==> config.mk <==
export PLATFORM = sky130hd
export DESIGN_NAME = bitstream_unpacker
export DESIGN_NICKNAME = d
export VERILOG_FILES = /design/src/rtl/bitstream_unpacker.sv
export SDC_FILE = /design/constraint.sdc
export NUM_CORES = 1
export LEC_CHECK = 0
export BUFFER_PORTS_ARGS = -buffer_cell sky130_fd_sc_hd__buf_2
export CAP_MARGIN = 20
export CORE_ASPECT_RATIO = 1.1
export CORE_UTILIZATION = 41
export DETAILED_ROUTE_END_ITERATION = 10
export PLACE_DENSITY = 0.66
export SLEW_MARGIN = 15
export SYNTH_ARGS = -nofsm -noshare
export SYNTH_HDL_FRONTEND = slang
export SYNTH_SLANG_ARGS = --single-unit
==> constraint.sdc <==
create_clock -name top_clk -period 5.7 [get_ports top_clk]
set_clock_uncertainty 0.15 [all_clocks]
set_input_delay 0.57 -clock top_clk [delete_from_list [all_inputs] [get_ports top_clk]]
set_output_delay 0.57 -clock top_clk [all_outputs]
set_load 0.02 [all_outputs]
==> src/rtl/bitstream_unpacker.sv <==
// rtl/bitstream_unpacker.sv - entropy_encoder bundle receiver: descriptor FIFO plus serial byte expander.
// Optional per-frame byte counter output enabled by BITSTREAM_UNPACK_COUNT_EN.
module bitstream_unpacker #(
  parameter int BYTE_WIDTH      = 8,
  parameter int FIFO_DEPTH_LOG2 = 3
`ifdef BITSTREAM_UNPACK_COUNT_EN
  ,
  parameter int COUNT_WIDTH     = 24
`endif
) (
  input  logic                  top_clk,
  input  logic                  top_reset_n,
  input  logic [BYTE_WIDTH-1:0] in_bit_1,
  input  logic [BYTE_WIDTH-1:0] in_bit_2,
  input  logic [BYTE_WIDTH-1:0] in_bit_3,
  input  logic [BYTE_WIDTH-1:0] in_bit_4,
  input  logic [BYTE_WIDTH-1:0] in_bit_5,
  input  logic [2:0]            in_flag_bitstream,
  input  logic                  in_flag_last,
  output logic [BYTE_WIDTH-1:0] out_byte,
  output logic                  out_valid,
  input  logic                  out_ready,
  output logic                  out_frame_done,
  output logic                  out_overflow,
  output logic                  out_bad_flag,
  output logic                  out_fifo_empty
`ifdef BITSTREAM_UNPACK_COUNT_EN
  ,
  output logic [COUNT_WIDTH-1:0] out_frame_bytes
`endif
);

  localparam int DEPTH = 1 << FIFO_DEPTH_LOG2;
  localparam int DW    = 5 * BYTE_WIDTH + 4;
  localparam logic [FIFO_DEPTH_LOG2:0] PTR_ONE  = 1;
  localparam logic [BYTE_WIDTH-1:0]    BYTE_ONE = 1;

  typedef enum logic [2:0] {
    S_IDLE,
    S_B1,
    S_RUN,
    S_B4,
    S_B5,
    S_FIN
  } state_t;

  state_t r_state;
  state_t w_next;

  logic                     r_last_d;
  logic                     r_overflow;
  logic                     r_bad_flag;
  logic [DW-1:0]            r_mem [DEPTH];
  logic [FIFO_DEPTH_LOG2:0] r_wr_ptr;
  logic [FIFO_DEPTH_LOG2:0] r_rd_ptr;

  logic [BYTE_WIDTH-1:0] r_b1, r_b2, r_b3, r_b4, r_b5;
  logic [2:0]            r_flag;
  logic                  r_last;
  logic [1:0]            r_idx;
  logic [BYTE_WIDTH-1:0] r_cnt;

  logic                  w_last_rise;
  logic                  w_is_bad;
  logic                  w_data_push;
  logic                  w_push_req;
  logic                  w_push;
  logic                  w_full;
  logic                  w_empty;
  logic [2:0]            w_desc_flag;
  logic [DW-1:0]         w_desc;
  logic [DW-1:0]         w_head;
  logic [2:0]            w_head_flag;
  logic                  w_pop;
  logic                  w_valid;
  logic                  w_hs;
  logic [BYTE_WIDTH-1:0] w_byte;
  logic                  w_done;
  logic                  w_idx_inc;
  logic                  w_cnt_load;
  logic                  w_cnt_dec;

  // Capture side: the last level is held by the encoder, so only its rising edge is an event.
  assign w_last_rise = in_flag_last & ~r_last_d;
  assign w_is_bad    = (in_flag_bitstream == 3'd4);
  assign w_data_push = (in_flag_bitstream != 3'd0) && !w_is_bad;
  assign w_push_req  = w_data_push | w_last_rise;
  assign w_desc_flag = w_data_push ? in_flag_bitstream : 3'd0;
  assign w_desc      = {w_last_rise, w_desc_flag, in_bit_5, in_bit_4, in_bit_3, in_bit_2, in_bit_1};

  assign w_empty = (r_wr_ptr == r_rd_ptr);
  assign w_full  = (r_wr_ptr[FIFO_DEPTH_LOG2] != r_rd_ptr[FIFO_DEPTH_LOG2]) &&
                   (r_wr_ptr[FIFO_DEPTH_LOG2-1:0] == r_rd_ptr[FIFO_DEPTH_LOG2-1:0]);
  // Fullness is judged before this cycle's pop, so a pop never frees a slot for a same-cycle push.
  assign w_push  = w_push_req & ~w_full;

  assign w_head      = r_mem[r_rd_ptr[FIFO_DEPTH_LOG2-1:0]];
  assign w_head_flag = w_head[5*BYTE_WIDTH +: 3];

  always_ff @(posedge top_clk) begin
    if (w_push) begin
      r_mem[r_wr_ptr[FIFO_DEPTH_LOG2-1:0]] <= w_desc;
    end
  end

  always_ff @(posedge top_clk or negedge top_reset_n) begin
    if (!top_reset_n) begin
      r_last_d   <= 1'b0;
      r_overflow <= 1'b0;
      r_bad_flag <= 1'b0;
      r_wr_ptr   <= '0;
      r_rd_ptr   <= '0;
    end else begin
      r_last_d <= in_flag_last;
      if (w_push_req && w_full) begin
        r_overflow <= 1'b1;
      end
      if (w_is_bad) begin
        r_bad_flag <= 1'b1;
      end
      if (w_push) begin
        r_wr_ptr <= r_wr_ptr + PTR_ONE;
      end
      if (w_pop) begin
        r_rd_ptr <= r_rd_ptr + PTR_ONE;
      end
    end
  end

  assign w_valid = (r_state == S_B1) || (r_state == S_RUN) ||
                   (r_state == S_B4) || (r_state == S_B5);
  assign w_hs    = w_valid & out_ready;

  always_ff @(posedge top_clk or negedge top_reset_n) begin
    if (!top_reset_n) begin
      r_state <= S_IDLE;
    end else begin
      r_state <= w_next;
    end
  end

  always_comb begin
    w_next     = r_state;
    w_pop      = 1'b0;
    w_byte     = '0;
    w_done     = 1'b0;
    w_idx_inc  = 1'b0;
    w_cnt_load = 1'b0;
    w_cnt_dec  = 1'b0;
    case (r_state)
      S_IDLE: begin
        if (!w_empty) begin
          w_pop  = 1'b1;
          w_next = (w_head_flag != 3'd0) ? S_B1 : S_FIN;
        end
      end
      S_B1: begin
        case (r_idx)
          2'd0:    w_byte = r_b1;
          2'd1:    w_byte = r_b2;
          default: w_byte = r_b3;
        endcase
        if (w_hs) begin
          if (r_flag <= 3'd3) begin
            if (({1'b0, r_idx} + 3'd1) == r_flag) begin
              w_next = S_FIN;
            end else begin
              w_idx_inc = 1'b1;
            end
          end else begin
            w_cnt_load = 1'b1;
            if (r_b3 == '0) begin
              w_next = (r_flag >= 3'd6) ? S_B4 : S_FIN;
            end else begin
              w_next = S_RUN;
            end
          end
        end
      end
      S_RUN: begin
        w_byte = r_b2;
        if (w_hs) begin
          w_cnt_dec = 1'b1;
          if (r_cnt == BYTE_ONE) begin
            w_next = (r_flag >= 3'd6) ? S_B4 : S_FIN;
          end
        end
      end
      S_B4: begin
        w_byte = r_b4;
        if (w_hs) begin
          w_next = (r_flag == 3'd7) ? S_B5 : S_FIN;
        end
      end
      S_B5: begin
        w_byte = r_b5;
        if (w_hs) begin
          w_next = S_FIN;
        end
      end
      S_FIN: begin
        w_done = r_last;
        w_next = S_IDLE;
      end
      default: begin
        w_next = S_IDLE;
      end
    endcase
  end

  always_ff @(posedge top_clk or negedge top_reset_n) begin
    if (!top_reset_n) begin
      r_b1   <= '0;
      r_b2   <= '0;
      r_b3   <= '0;
      r_b4   <= '0;
      r_b5   <= '0;
      r_flag <= 3'd0;
      r_last <= 1'b0;
      r_idx  <= 2'd0;
      r_cnt  <= '0;
    end else begin
      if (w_pop) begin
        r_b1   <= w_head[0*BYTE_WIDTH +: BYTE_WIDTH];
        r_b2   <= w_head[1*BYTE_WIDTH +: BYTE_WIDTH];
        r_b3   <= w_head[2*BYTE_WIDTH +: BYTE_WIDTH];
        r_b4   <= w_head[3*BYTE_WIDTH +: BYTE_WIDTH];
        r_b5   <= w_head[4*BYTE_WIDTH +: BYTE_WIDTH];
        r_flag <= w_head_flag;
        r_last <= w_head[5*BYTE_WIDTH + 3];
        r_idx  <= 2'd0;
      end else if (w_idx_inc) begin
        r_idx <= r_idx + 2'd1;
      end
      if (w_cnt_load) begin
        r_cnt <= r_b3;
      end else if (w_cnt_dec) begin
        r_cnt <= r_cnt - BYTE_ONE;
      end
    end
  end

`ifdef BITSTREAM_UNPACK_COUNT_EN
  localparam logic [COUNT_WIDTH-1:0] COUNT_ONE = 1;

  logic [COUNT_WIDTH-1:0] r_frame_cnt;
  logic [COUNT_WIDTH-1:0] r_frame_held;

  always_ff @(posedge top_clk or negedge top_reset_n) begin
    if (!top_reset_n) begin
      r_frame_cnt  <= '0;
      r_frame_held <= '0;
    end else if (w_done) begin
      r_frame_held <= r_frame_cnt;
      r_frame_cnt  <= '0;
    end else if (w_hs && !(&r_frame_cnt)) begin
      r_frame_cnt <= r_frame_cnt + COUNT_ONE;
    end
  end

  // The pulse cycle shows the live count; afterwards the held copy stands in.
  assign out_frame_bytes = w_done ? r_frame_cnt : r_frame_held;
`endif

  assign out_byte       = w_byte;
  assign out_valid      = w_valid;
  assign out_frame_done = w_done;
  assign out_overflow   = r_overflow;
  assign out_bad_flag   = r_bad_flag;
  assign out_fifo_empty = w_empty;

endmodule
==> results of run 1 <==
[state kept, by name (all words and copies together), names as in the netlist, 2 cells and up]
signal / count
r_b1: 8
r_b2: 8
r_b3: 8
r_b4: 8
r_b5: 8
r_cnt: 8
r_flag: 3
r_idx: 2
r_mem: 352
r_rd_ptr: 4
r_state: 3
r_wr_ptr: 4
[cells in the final DEF, fill, tap and decap left out, types with 5 or more instances in the layout]
cell         n
clkinv_2     5
or3_1        6
nor2b_1      6
mux2_2       8
mux4_2      87
a21oi_1     16
a2bb2oi_1    9
nand2_1     59
o21ai_0     54
ha_1         7
xnor2_1      9
dfrtp_1     65
nand3_1     11
nor2_1       9
a22oi_1      8
clkbuf_8     6
edfxtp_1   352
clkbuf_16   43
nor2_4       5
clkbuf_1    12
o22ai_1      7
buf_2       59
inv_1        8
bufinv_16    5
mux2i_1     47
nor3b_1      8
buf_4       16
[area by class of cell]
class | instances | area (µm²) | area share (%)
Tap cell | 513 | 642 | 3.38
Multi-Input combinational cell | 411 | 4160 | 21.9
Clock buffer | 61 | 1200 | 6.35
Inverter | 8 | 30.0 | 0.158
Sequential cell | 420 | 12300 | 64.7
Timing Repair Buffer | 76 | 425 | 2.24
Antenna cell | 1 | 2.50 | 0.0132
Clock inverter | 17 | 228 | 1.20
[power by group]
group	switching [mW]	total, mW	internal (mW)
combinational	1.78	3.16	1.38
sequential	0.567	4.83	4.26
clock	1.12	2.82	1.70
[worst min path at each step]
stage                              start      endpoint  slack, ns  depth (start not counted)
floorplan                    top_reset_n  out_bad_flag       0.12                          0
global placement            out_bad_flag  out_bad_flag       0.29                          1
detailed placement          out_bad_flag  out_bad_flag       0.30                          1
CTS                 in_flag_bitstream[2]  out_bad_flag       0.08                          2
global route        in_flag_bitstream[2]  out_bad_flag       0.11                          2
finish              in_flag_bitstream[2]  out_bad_flag       0.11                          2
[worst reg2reg max path, cell delays in order (launching register included)]
cell and delay (ns):
dfrtp_4 0.89, xnor2_1 0.28, and4_1 0.33, or3_1 0.53, nor2_4 0.61, buf_4 0.49
[timing repair]
action	in CTS	in global routing
hold buffers	1	0
setup buffers	0	0
hold endpoints to repair	1	0
gates resized for setup	0	0
[per-layer routing]
metal | vias to the layer above | share of wire (%)
li1 | 3722 | -
met1 | 4317 | 43
met2 | 199 | 49
met3 | 59 | 5.1
met4 | 4 | 2.7
met5 | - | 0.062
[cell families after synthesis]
logic type / after synthesis
buffers and inverters: 62
XOR/XNOR: 12
multiplexers: 142
AND/OR/NAND/NOR: 134
AO/OA/AOI/OAI: 116
adder cells (fa/ha/maj): 7
flip-flops: 420
==> summary.md, run 1 <==
## Logic synthesis
• share of synthesized area occupied by flip-flops and latches: 73.8%
• cell area after synthesis: 16600 µm²
• share of synthesized registers carrying an async set or reset: 16.2%
• largest area contributor in the netlist: edfxtp_1
• most frequent cell after synthesis: edfxtp_1
• xor and xnor fraction of the mapped netlist area: 0.632%
• Yosys cell types: 51
• Synthesis Warnings: 0
• dominant combinational cell family by area after synthesis: multiplexers
• portion of netlist area occupied by mux cells: 15.2%
• Synth top area share: 63.6%
• Commonest cells post-synth: edfxtp_1 (352), mux4_2 (87), dfrtp_1 (68), nand2_1 (59), o21ai_0 (54)
• Post-synth top flop: edfxtp_1
• fraction of the mapped netlist area in adder cells: 0.527%
• synthesized flop and latch total: 420
• Post-Synthesis Cells: 893
• dominant cells by area after synthesis: edfxtp_1 (64%), mux4_2 (12%), dfrtp_1 (10%)
• syn nets: 947
• simple logic cell fraction of the synthesized area: 4.05%
• Mean Syn Cell Area: 18.6 µm²
• Synth Area in Compound Gates: 4.32%
• number of synthesized flops with an enable pin: 352

## STA
• Pins Over Slew Limit: 0
• unrepaired setup endpoints after global routing: no
• post-route worst setup slack: 1.92 ns
• final hold violation count: 0
• period utilisation layout: 66.4%
• measured slew at the worst slew-check pin: 0.991 ns
• tightest hold margin: 0.105 ns
• final number of setup-violating endpoints: 0
• headroom to the max-slew limit: 33.0%
• post-route minimum period: 3.78 ns
• Max Clock Freq: 0.264 GHz
• post-route setup TNS: 0 ns

## Critical path
• length in cells of the worst reg-to-reg path: 5
• start point of the critical path: r_state[0]
• largest delay contributor family on the critical path: flip-flops
• number of gates on the worst path with buffers counted: 5
• maximum single-stage delay on the critical path: 0.83 ns
• reg-to-reg endpoint: r_mem[6][30]
• source of the worst register-to-register timing path: r_rd_ptr[2]
• Worst Setup EP: out_byte[3]
• Buf+Inv Stages, Crit Path: 1
• critical path class: flip-flop to output pin
• CP cell instances: nor2b_1 > and2_1 > a22oi_1 > o32ai_1 > buf_2
• Crit Path Max Fanout: 21
• Worst R2R Setup Slack: 2.07 ns
• CP Data Required Time: 4.98 ns
• Critical Path AT: 3.06 ns
• element type at the critical path start: flip-flop
• endpoint type of the worst setup path: output pin
• slowest stage cell, crit path: dfrtp_1

## Worst hold path
• Hold Path Class: input port to flip-flop

## Power and ir drop
• static leakage power: 6.49 nW
• worst vdd rail ir drop: 0.000314 V
• Total Power Consumption: 10.8 mW
• Power Dens Cells: 570 nW/µm²

## Final layout
• number of nets in the layout: 1014
• layout cells sized above 1: 25.0%
• number of inserted filler cells in the final layout: 3335
• Layout Utilization: 47.3%
• fin area: 19000 µm²
• Final Non-Filler Cells: 1507
• Layout Area Growth over Synthesis: 14.1%

## Drt
• via count: 8301
• DR DRC count: 0
• router iterations before antenna repair: 5
• Detailed Route Iter0 Violations: 672
• routed wire length per instance: 22.4 µm
• DR vias/cell: 5.51
• remaining antenna violation count: 0
• Total Routed Length: 33.7 mm

## Clocking
• master cell of the clock root buffer: clkbuf_16
• TritonCTS clock tree: built
• clock sinks: 420
• clock slew at reported path FFs: 0.06 ns
• source-to-sink clock delay at the later pin of the worst-skew pair: 0.54 ns
• H-Tree Depth: 2
• number of CTS-inserted buffers: 43
• clock buffer depth: 3

## Global routing
• largest net degree at the start of global routing: 91
• met3 Resource Use GR: 3.11%
• aggregate global routing overflow: 0
• vias in the first global route: 8604
• met1 routing resource usage after global routing: 22.6%
• initial antenna violation count: 5
• most heavily used metal layer in global routing: met2
• met2 global-route usage: 28.4%
• GR Util All Layers: 17.0%
• first-pass GRT wire length: 52.3 mm

## Place
• worst setup slack after placement: 2.05 ns
• area after detailed placement: 17500 µm²
• number of buffers inserted by port buffering: 59
• placed wire-length estimate after detailed placement: 19.9 mm
• placed insts: 1427
• routability cong.: 0.793

## Floorplan
• io pins: 60
• Die Footprint: 41400 µm²
• row cnt: 77
• Core ar.: 40100 µm²
• Starting Density: 41.5%
• Die Y: 213 µm
• die width: 194 µm

## Run status
• result of the run: complete, no violations

## Flow run
• Max-Cap Viols: 0

(Power assumes the default switching activity.)
==> run 2, diff against run 1 <==
==> constraint.sdc (replaced) <==
create_clock -name top_clk -period 3.5 [get_ports top_clk]
set_clock_uncertainty 0.15 [all_clocks]
set_input_delay 0.35 -clock top_clk [delete_from_list [all_inputs] [get_ports top_clk]]
set_output_delay 0.35 -clock top_clk [all_outputs]
set_load 0.02 [all_outputs]
==> summary.md, run 2 (synthesis gave the netlist of run 1 again) <==
## STA
• Max Clock Freq: 0.310 GHz
• unrepaired setup endpoints after global routing: no
• Pins Over Slew Limit: 0, unchanged
• tightest hold margin: 0.0890 ns, -0.0161 ns
• headroom to the max-slew limit: 28.6%, -4.4 points
• period utilisation layout: 92.1%
• post-route minimum period: 3.22 ns
• final number of setup-violating endpoints: 0, unchanged
• post-route setup TNS: 0 ns, unchanged
• measured slew at the worst slew-check pin: 1.07 ns, +0.0792 ns
• final hold violation count: 0, unchanged

## Critical path
• Critical Path AT: 2.72 ns, -0.34 ns
• CP cell instances: inv_1 > ha_1 > and2_1 > a22oi_1 > o32ai_1 > buf_2
• element type at the critical path start: flip-flop
• start point of the critical path: r_idx[1]
• source of the worst register-to-register timing path: r_wr_ptr[2]
• length in cells of the worst reg-to-reg path: 5, unchanged
• largest delay contributor family on the critical path: compound AO/OA/AOI/OAI gates
• reg-to-reg endpoint: r_mem[2][34]
• Crit Path Max Fanout: 9, -57%
• Buf+Inv Stages, Crit Path: 2, +1
• slowest stage cell, crit path: o32ai_1
• Worst R2R Setup Slack: 0.57 ns, -1.50 ns
• critical path class: flip-flop to output pin
• CP Data Required Time: 3.00 ns, -1.98 ns
• maximum single-stage delay on the critical path: 0.51 ns, -0.32 ns
• endpoint type of the worst setup path: output pin

## Global routing
• initial antenna violation count: 2, -3
• GR Util All Layers: 17.0%, +0.025 points
• largest net degree at the start of global routing: 94, +3.3%
• aggregate global routing overflow: 0, unchanged
• vias in the first global route: 8808, +2.4%
• first-pass GRT wire length: 52.8 mm, +0.90%

## Worst hold path
• Worst Hold End: r_state[0]
• instance count along the most critical hold path: 3, +1
• origin of the worst min-delay path: out_ready
• Hold Path Class: input port to flip-flop

## Floorplan
• Starting Density: 41.5%, unchanged
• io pins: 60, unchanged
• row cnt: 77, unchanged
• die width: 194 µm, unchanged
• Die Footprint: 41400 µm², unchanged
• Die Y: 213 µm, unchanged
• Core ar.: 40100 µm², unchanged

## Flow run
• Max-Cap Viols: 0, unchanged

## Power and ir drop
• static leakage power: 6.68 nW, +2.9%
• worst vdd rail ir drop: 0.000574 V, +83%
• Power Dens Cells: 900 nW/µm², +58%

## Clocking
• Post-CTS Repair Setup Buffers: 0, unchanged
• H-Tree Depth: 2, unchanged
• master cell of the clock root buffer: clkbuf_16
• source-to-sink clock delay at the later pin of the worst-skew pair: 0.55 ns, about the same
• number of cells upsized or downsized after cts: 0, unchanged
• TritonCTS clock tree: built
• clock slew at reported path FFs: 0.06 ns, about the same
• number of CTS-inserted buffers: 43, unchanged
• clock sinks: 420, unchanged
• clock buffer depth: 3, unchanged

## Place
• placed wire-length estimate after detailed placement: 19.8 mm, -0.58%
• area after detailed placement: 17700 µm², +0.83%
• number of buffers inserted by port buffering: 59, unchanged
• routability cong.: 0.822, +3.6%

## Drt
• DR DRC count: 0, unchanged
• Total Routed Length: 34.5 mm, +2.3%
• Detailed Route Iter0 Violations: 643, -4.3%
• via count: 8523, +2.7%
• routed wire length per instance: 22.1 µm, -1.3%
• router iterations before antenna repair: 5, unchanged
• DR vias/cell: 5.46, -0.94%
• remaining antenna violation count: 0, unchanged

## Final layout
• Layout Utilization: 48.6%, +1.3 points
• layout cells sized above 1: 24.0%, -1.0 points
• number of nets in the layout: 1066, +5.1%
• number of flip-flops under the largest register name: 352, unchanged
• commonest cells after routing, fill and taps aside: edfxtp_1 (352), mux4_2 (87), dfrtp_1 (65)
• Layout Area Growth over Synthesis: 17.1%
• fin area: 19500 µm², +2.7%
• most frequent standard cell in the layout excluding fill and tap cells: edfxtp_1

## Run status
• result of the run: complete, no violations

==> run 2: layer usage <==
metal	global-route usage (%)	up-vias	part of all wire, %
li1	-	3841	-
met1	22.7	4435	44
met2	28.9	203	50
met3	3.02	44	4.7
met4	4.27	0	1.6
met5	0	-	0
==> run 2: final cells by class <==
type,count,area (µm²)
Antenna cell,2,5.00
Clock buffer,54,1140
Clock inverter,26,176
Fill cell,3313,20600
Inverter,8,30.0
Multi-Input combinational cell,411,4190
Sequential cell,420,12300
Tap cell,513,642
Timing Repair Buffer,128,1010
==> run 2: worst reg2reg max path: stages, from the launching register on <==
cell and delay [ns]:
dfrtp_1 0.58, xnor2_1 0.23, and4_1 0.33, or3_1 0.56, nor2_4 0.52, buf_12 0.25
==> run 2: metrics by stage <==
stage               total power [mW]  setup slack [ns]  std cells
finish                          17.5             0.276       1562
global route                    18.4            0.0515       1562
CTS                             17.7             0.291       1559
detailed placement              13.4             0.591       1434
global placement                13.3             0.685       1434
floorplan                       11.5            -0.505        893
==> run 2: worst max path at each step <==
| stage | endpoint | slack, ns | cells after the start |
|---|---|---|---|
| after global routing | out_byte[3] | 0.05 | 5 |
| after CTS | out_byte[3] | 0.29 | 6 |
| after global placement | r_mem[2][32] | 0.69 | 5 |
| final | out_byte[3] | 0.28 | 6 |
| after detailed placement | r_mem[2][32] | 0.59 | 5 |
| after floorplan | r_mem[2][0] | -0.50 | 5 |
==> run 2: timing repair <==
item,CTS,global route
hold buffers,45,0
setup endpoints to repair,0,0
endpoints found under the hold margin,374,0
==> run 2: where the power goes <==
group | leakage (nW) | internal (mW) | switching (mW)
Combinational | 1.99 | 2.40 | 3.31
Sequential | 4.05 | 6.93 | 0.645
Clock | 0.639 | 2.40 | 1.85
==> run 3, diff against run 2 <==
--- a/config.mk
+++ b/config.mk
@@ -5,12 +5,13 @@
 export SDC_FILE = /design/constraint.sdc
 export NUM_CORES = 1
 export LEC_CHECK = 0
+export ABC_AREA = 1
 export BUFFER_PORTS_ARGS = -buffer_cell sky130_fd_sc_hd__buf_2
 export CAP_MARGIN = 20
 export CORE_ASPECT_RATIO = 1.1
-export CORE_UTILIZATION = 41
+export CORE_UTILIZATION = 45
 export DETAILED_ROUTE_END_ITERATION = 10
-export PLACE_DENSITY = 0.66
+export PLACE_DENSITY = 0.7
 export SLEW_MARGIN = 15
 export SYNTH_ARGS = -nofsm -noshare
 export SYNTH_HDL_FRONTEND = slang
==> summary.md, run 3 <==
## Clocking
• clock slew at reported path FFs: 0.05 ns, about the same
• H-Tree Depth: 2, unchanged
• clock sinks: 420, unchanged
• clock buffer depth: 3, unchanged
• number of CTS-inserted buffers: 41, -4.7%
• master cell of the clock root buffer: clkbuf_16
• source-to-sink clock delay at the later pin of the worst-skew pair: 0.54 ns, about the same
• TritonCTS clock tree: built
• Post-CTS Repair Setup Buffers: 0, unchanged

## STA
• period utilisation layout: 86.7%, -5.4 points
• unrepaired setup endpoints after global routing: no
• Pins Over Slew Limit: 0, unchanged
• post-route setup TNS: 0 ns, unchanged
• final number of setup-violating endpoints: 0, unchanged
• headroom to the max-slew limit: 33.6%, +5.0 points
• final hold violation count: 0, unchanged
• Max Clock Freq: 0.330 GHz, +6.3%
• post-route minimum period: 3.03 ns, -0.191 ns
• measured slew at the worst slew-check pin: 0.995 ns, -0.0749 ns

## Final layout
• fin area: 20000 µm², +2.5%
• Final Non-Filler Cells: 2057, +32%
• number of nets in the layout: 1579, +48%
• commonest cells after routing, fill and taps aside: edfxtp_1 (352), nor2_1 (250), o21ai_0 (183)
• number of inserted filler cells in the final layout: 3214, -3.0%
• area occupied by registers: 12300 µm², about the same
• most frequent standard cell in the layout excluding fill and tap cells: edfxtp_1
• Layout Area Growth over Synthesis: 15.0%
• number of antenna cells inserted: 0, -2
• layout cells sized above 1: 13.7%, -10 points
• number of flip-flops under the largest register name: 352, unchanged
• area taken by multi-input logic gates: 4290 µm², +2.4%

## Global routing
• met2 global-route usage: 34.0%, +5.1 points
• GR Util All Layers: 20.2%, +3.2 points
• aggregate global routing overflow: 0, unchanged
• initial antenna violation count: 0, -2
• largest net degree at the start of global routing: 110, +17%
• vias in the first global route: 10918, +24%
• most heavily used metal layer in global routing: met2
• met1 routing resource usage after global routing: 26.3%, +3.6 points
• met3 Resource Use GR: 2.87%, -0.15 points
• first-pass GRT wire length: 61.0 mm, +16%

## Logic synthesis
• synthesized flop and latch total: 420, unchanged
• Mean Syn Cell Area: 12.1 µm², -35%
• xor and xnor fraction of the mapped netlist area: 0.555%, -0.077 points
• Synth top area share: 60.9%, -2.6 points
• Yosys cell types: 43, -16%
• Synth Area in Compound Gates: 12.0%, +7.7 points
• share of synthesized registers carrying an async set or reset: 16.2%, unchanged
• most frequent cell after synthesis: edfxtp_1
• Post-Synthesis Cells: 1430, +60%
• portion of netlist area occupied by mux cells: 0%, -15 points
• number of synthesized flops with an enable pin: 352, unchanged
• Synthesis Warnings: 0, unchanged
• largest area contributor in the netlist: edfxtp_1
• Post-synth top flop: edfxtp_1
• fraction of the mapped netlist area in adder cells: 0.505%, -0.022 points
• dominant cells by area after synthesis: edfxtp_1 (61%), dfrtp_1 (9.8%), nor2_1 (5.6%)
• Commonest cells post-synth: edfxtp_1 (352), nor2_1 (257), o21ai_0 (183), nand2_1 (116), inv_1 (94)
• share of synthesized area occupied by flip-flops and latches: 70.7%, -3.1 points
• cell area after synthesis: 17300 µm², +4.3%
• dominant combinational cell family by area after synthesis: compound AO/OA/AOI/OAI gates
• simple logic cell fraction of the synthesized area: 11.2%, +7.2 points
• syn nets: 1484, +57%

## Critical path
• critical path class: flip-flop to output pin
• reg-to-reg endpoint: r_b5[0]
• Critical Path AT: 2.53 ns, -0.19 ns
• Worst R2R Setup Slack: 0.67 ns, +0.10 ns
• length in cells of the worst reg-to-reg path: 8, +3
• Crit Path Max Fanout: 9, unchanged
• endpoint type of the worst setup path: output pin
• CP Data Required Time: 3.00 ns, about the same
• source of the worst register-to-register timing path: r_rd_ptr[0]
• element type at the critical path start: flip-flop

## Floorplan
• die width: 189 µm, -2.5%
• io pins: 60, unchanged
• Die Y: 208 µm, -2.5%
• Starting Density: 45.5%, +4.0 points
• row cnt: 75, -2.6%
• Core ar.: 38100 µm², -4.9%
• Die Footprint: 39300 µm², -4.9%

## Power and ir drop
• static leakage power: 7.23 nW, +8.3%
• clock share of power: 23.8%, -0.4 points
• worst vdd rail ir drop: 0.000642 V, +12%
• Power Dens Cells: 907 nW/µm², +0.80%
• portion of total power attributed to sequential cells: 40.5%, -2.7 points
• design internal power: 11.3 mW, -3.3%
• Gate power share: 35.7%, +3.2 points
• switching fraction of total power: 37.4%, +4.3 points
• power spent charging and discharging nets: 6.77 mW, +17%

## Drt
• via count: 11170, +31%
• Total Routed Length: 39.1 mm, +13%
• router iterations before antenna repair: 7, +2
• DR vias/cell: 5.43, -0.48%
• Detailed Route Iter0 Violations: 912, +42%
• remaining antenna violation count: 0, unchanged
• DR DRC count: 0, unchanged
• routed wire length per instance: 19.0 µm, -14%

## Flow run
• Max-Cap Viols: 0, unchanged

## Place
• number of buffers inserted by port buffering: 59, unchanged
• area after detailed placement: 18200 µm², +2.9%
• routability cong.: 0.840, +2.2%
• placed insts: 1937, +35%
• placed wire-length estimate after detailed placement: 22.0 mm, +11%

## Worst hold path
• origin of the worst min-delay path: out_ready
• Worst Hold End: r_state[2]
• instance count along the most critical hold path: 4, +1
• Hold Path Class: input port to flip-flop

## Run status
• result of the run: complete, no violations

-- run 3: cell types whose count changed after synthesis, moves of 20 or more --
cell / before / now
nand2_1: 59 / 116
o21ai_0: 54 / 183
mux4_2: 87 / 0
nor2_1: 14 / 257
o21ai_1: 0 / 20
mux2i_1: 47 / 0
nand3_1: 11 / 61
o22ai_1: 7 / 27
o211ai_1: 2 / 67
inv_1: 8 / 94
-- run 3: how the worst max path moves through the flow --
stage,startpoint,endpoint,slack (ns),cells past startpoint
finish,r_state[2],out_byte[5],0.47,6
floorplan,r_rd_ptr[0],r_mem[0][0],-0.1,10
global route,r_state[2],out_byte[5],0.42,6
CTS,r_state[2],out_byte[5],0.52,6
detailed placement,r_rd_ptr[1],r_mem[6][9],0.72,9
global placement,r_rd_ptr[0],r_rd_ptr[2],0.76,5
-- run 3: power groups by stage --
stage	sequential [mW]	clock, mW	combinational, mW
after floorplan	7.33	0	4.68
after global routing	7.44	4.55	7.15
final	7.34	4.30	6.47
after global placement	7.38	0	6.33
after CTS	7.33	4.38	6.52
after detailed placement	7.43	0	6.46
-- run 3: kinds of logic after synthesis --
kind of cell               Yosys count
DFF                                420
and+or+nand+nor                    465
xor gates and xnor gates            11
adders and majority gates            7
buffers and inverters              184
AOI/OAI and AO/OA                  343
-- run 3: stage by stage --
| step | util (%) | total power [mW] | setup slack, ns | hold slack, ns |
|---|---|---|---|---|
| after global placement | 47.7 | 13.7 | 0.758 | 0.282 |
| after CTS | 52.4 | 18.2 | 0.517 | 0.0327 |
| after detailed placement | 47.7 | 13.9 | 0.720 | 0.290 |
| after global routing | 52.4 | 19.1 | 0.424 | 0.0611 |
| after floorplan | - | 12.0 | -0.0980 | -0.0956 |
| final | 52.4 | 18.1 | 0.466 | 0.0468 |
-- run 3: critical path, stage by stage, from the launching register on --
cell and delay (ns):
dfrtp_1 0.48, inv_2 0.15, nand3_1 0.38, o22ai_1 0.44, a21oi_1 0.10, o21ai_0 0.20
buf_2 0.25
-- run 3: layer usage --
layer / share of wire, % / vias to the layer above
li1: - / 5257
met1: 42 / 5515
met2: 50 / 310
met3: 4.8 / 88
met4: 3.4 / 0
met5: 0 / -
-- run 3: final cells by class --
cell class / count / share of cell area, %
clock buffer: 61 / 5.83
inverter: 104 / 1.99
clock inverter: 14 / 0.784
timing repair buffer: 132 / 5.24
sequential: 420 / 61.5
multi-input combinational: 826 / 21.5
tap: 500 / 3.14
-- run 3: timing repair --
action                                 4_1_cts  5_1_grt
endpoints found under the hold margin      379        0
hold buffers                                45        0
gates resized for setup                      0        0
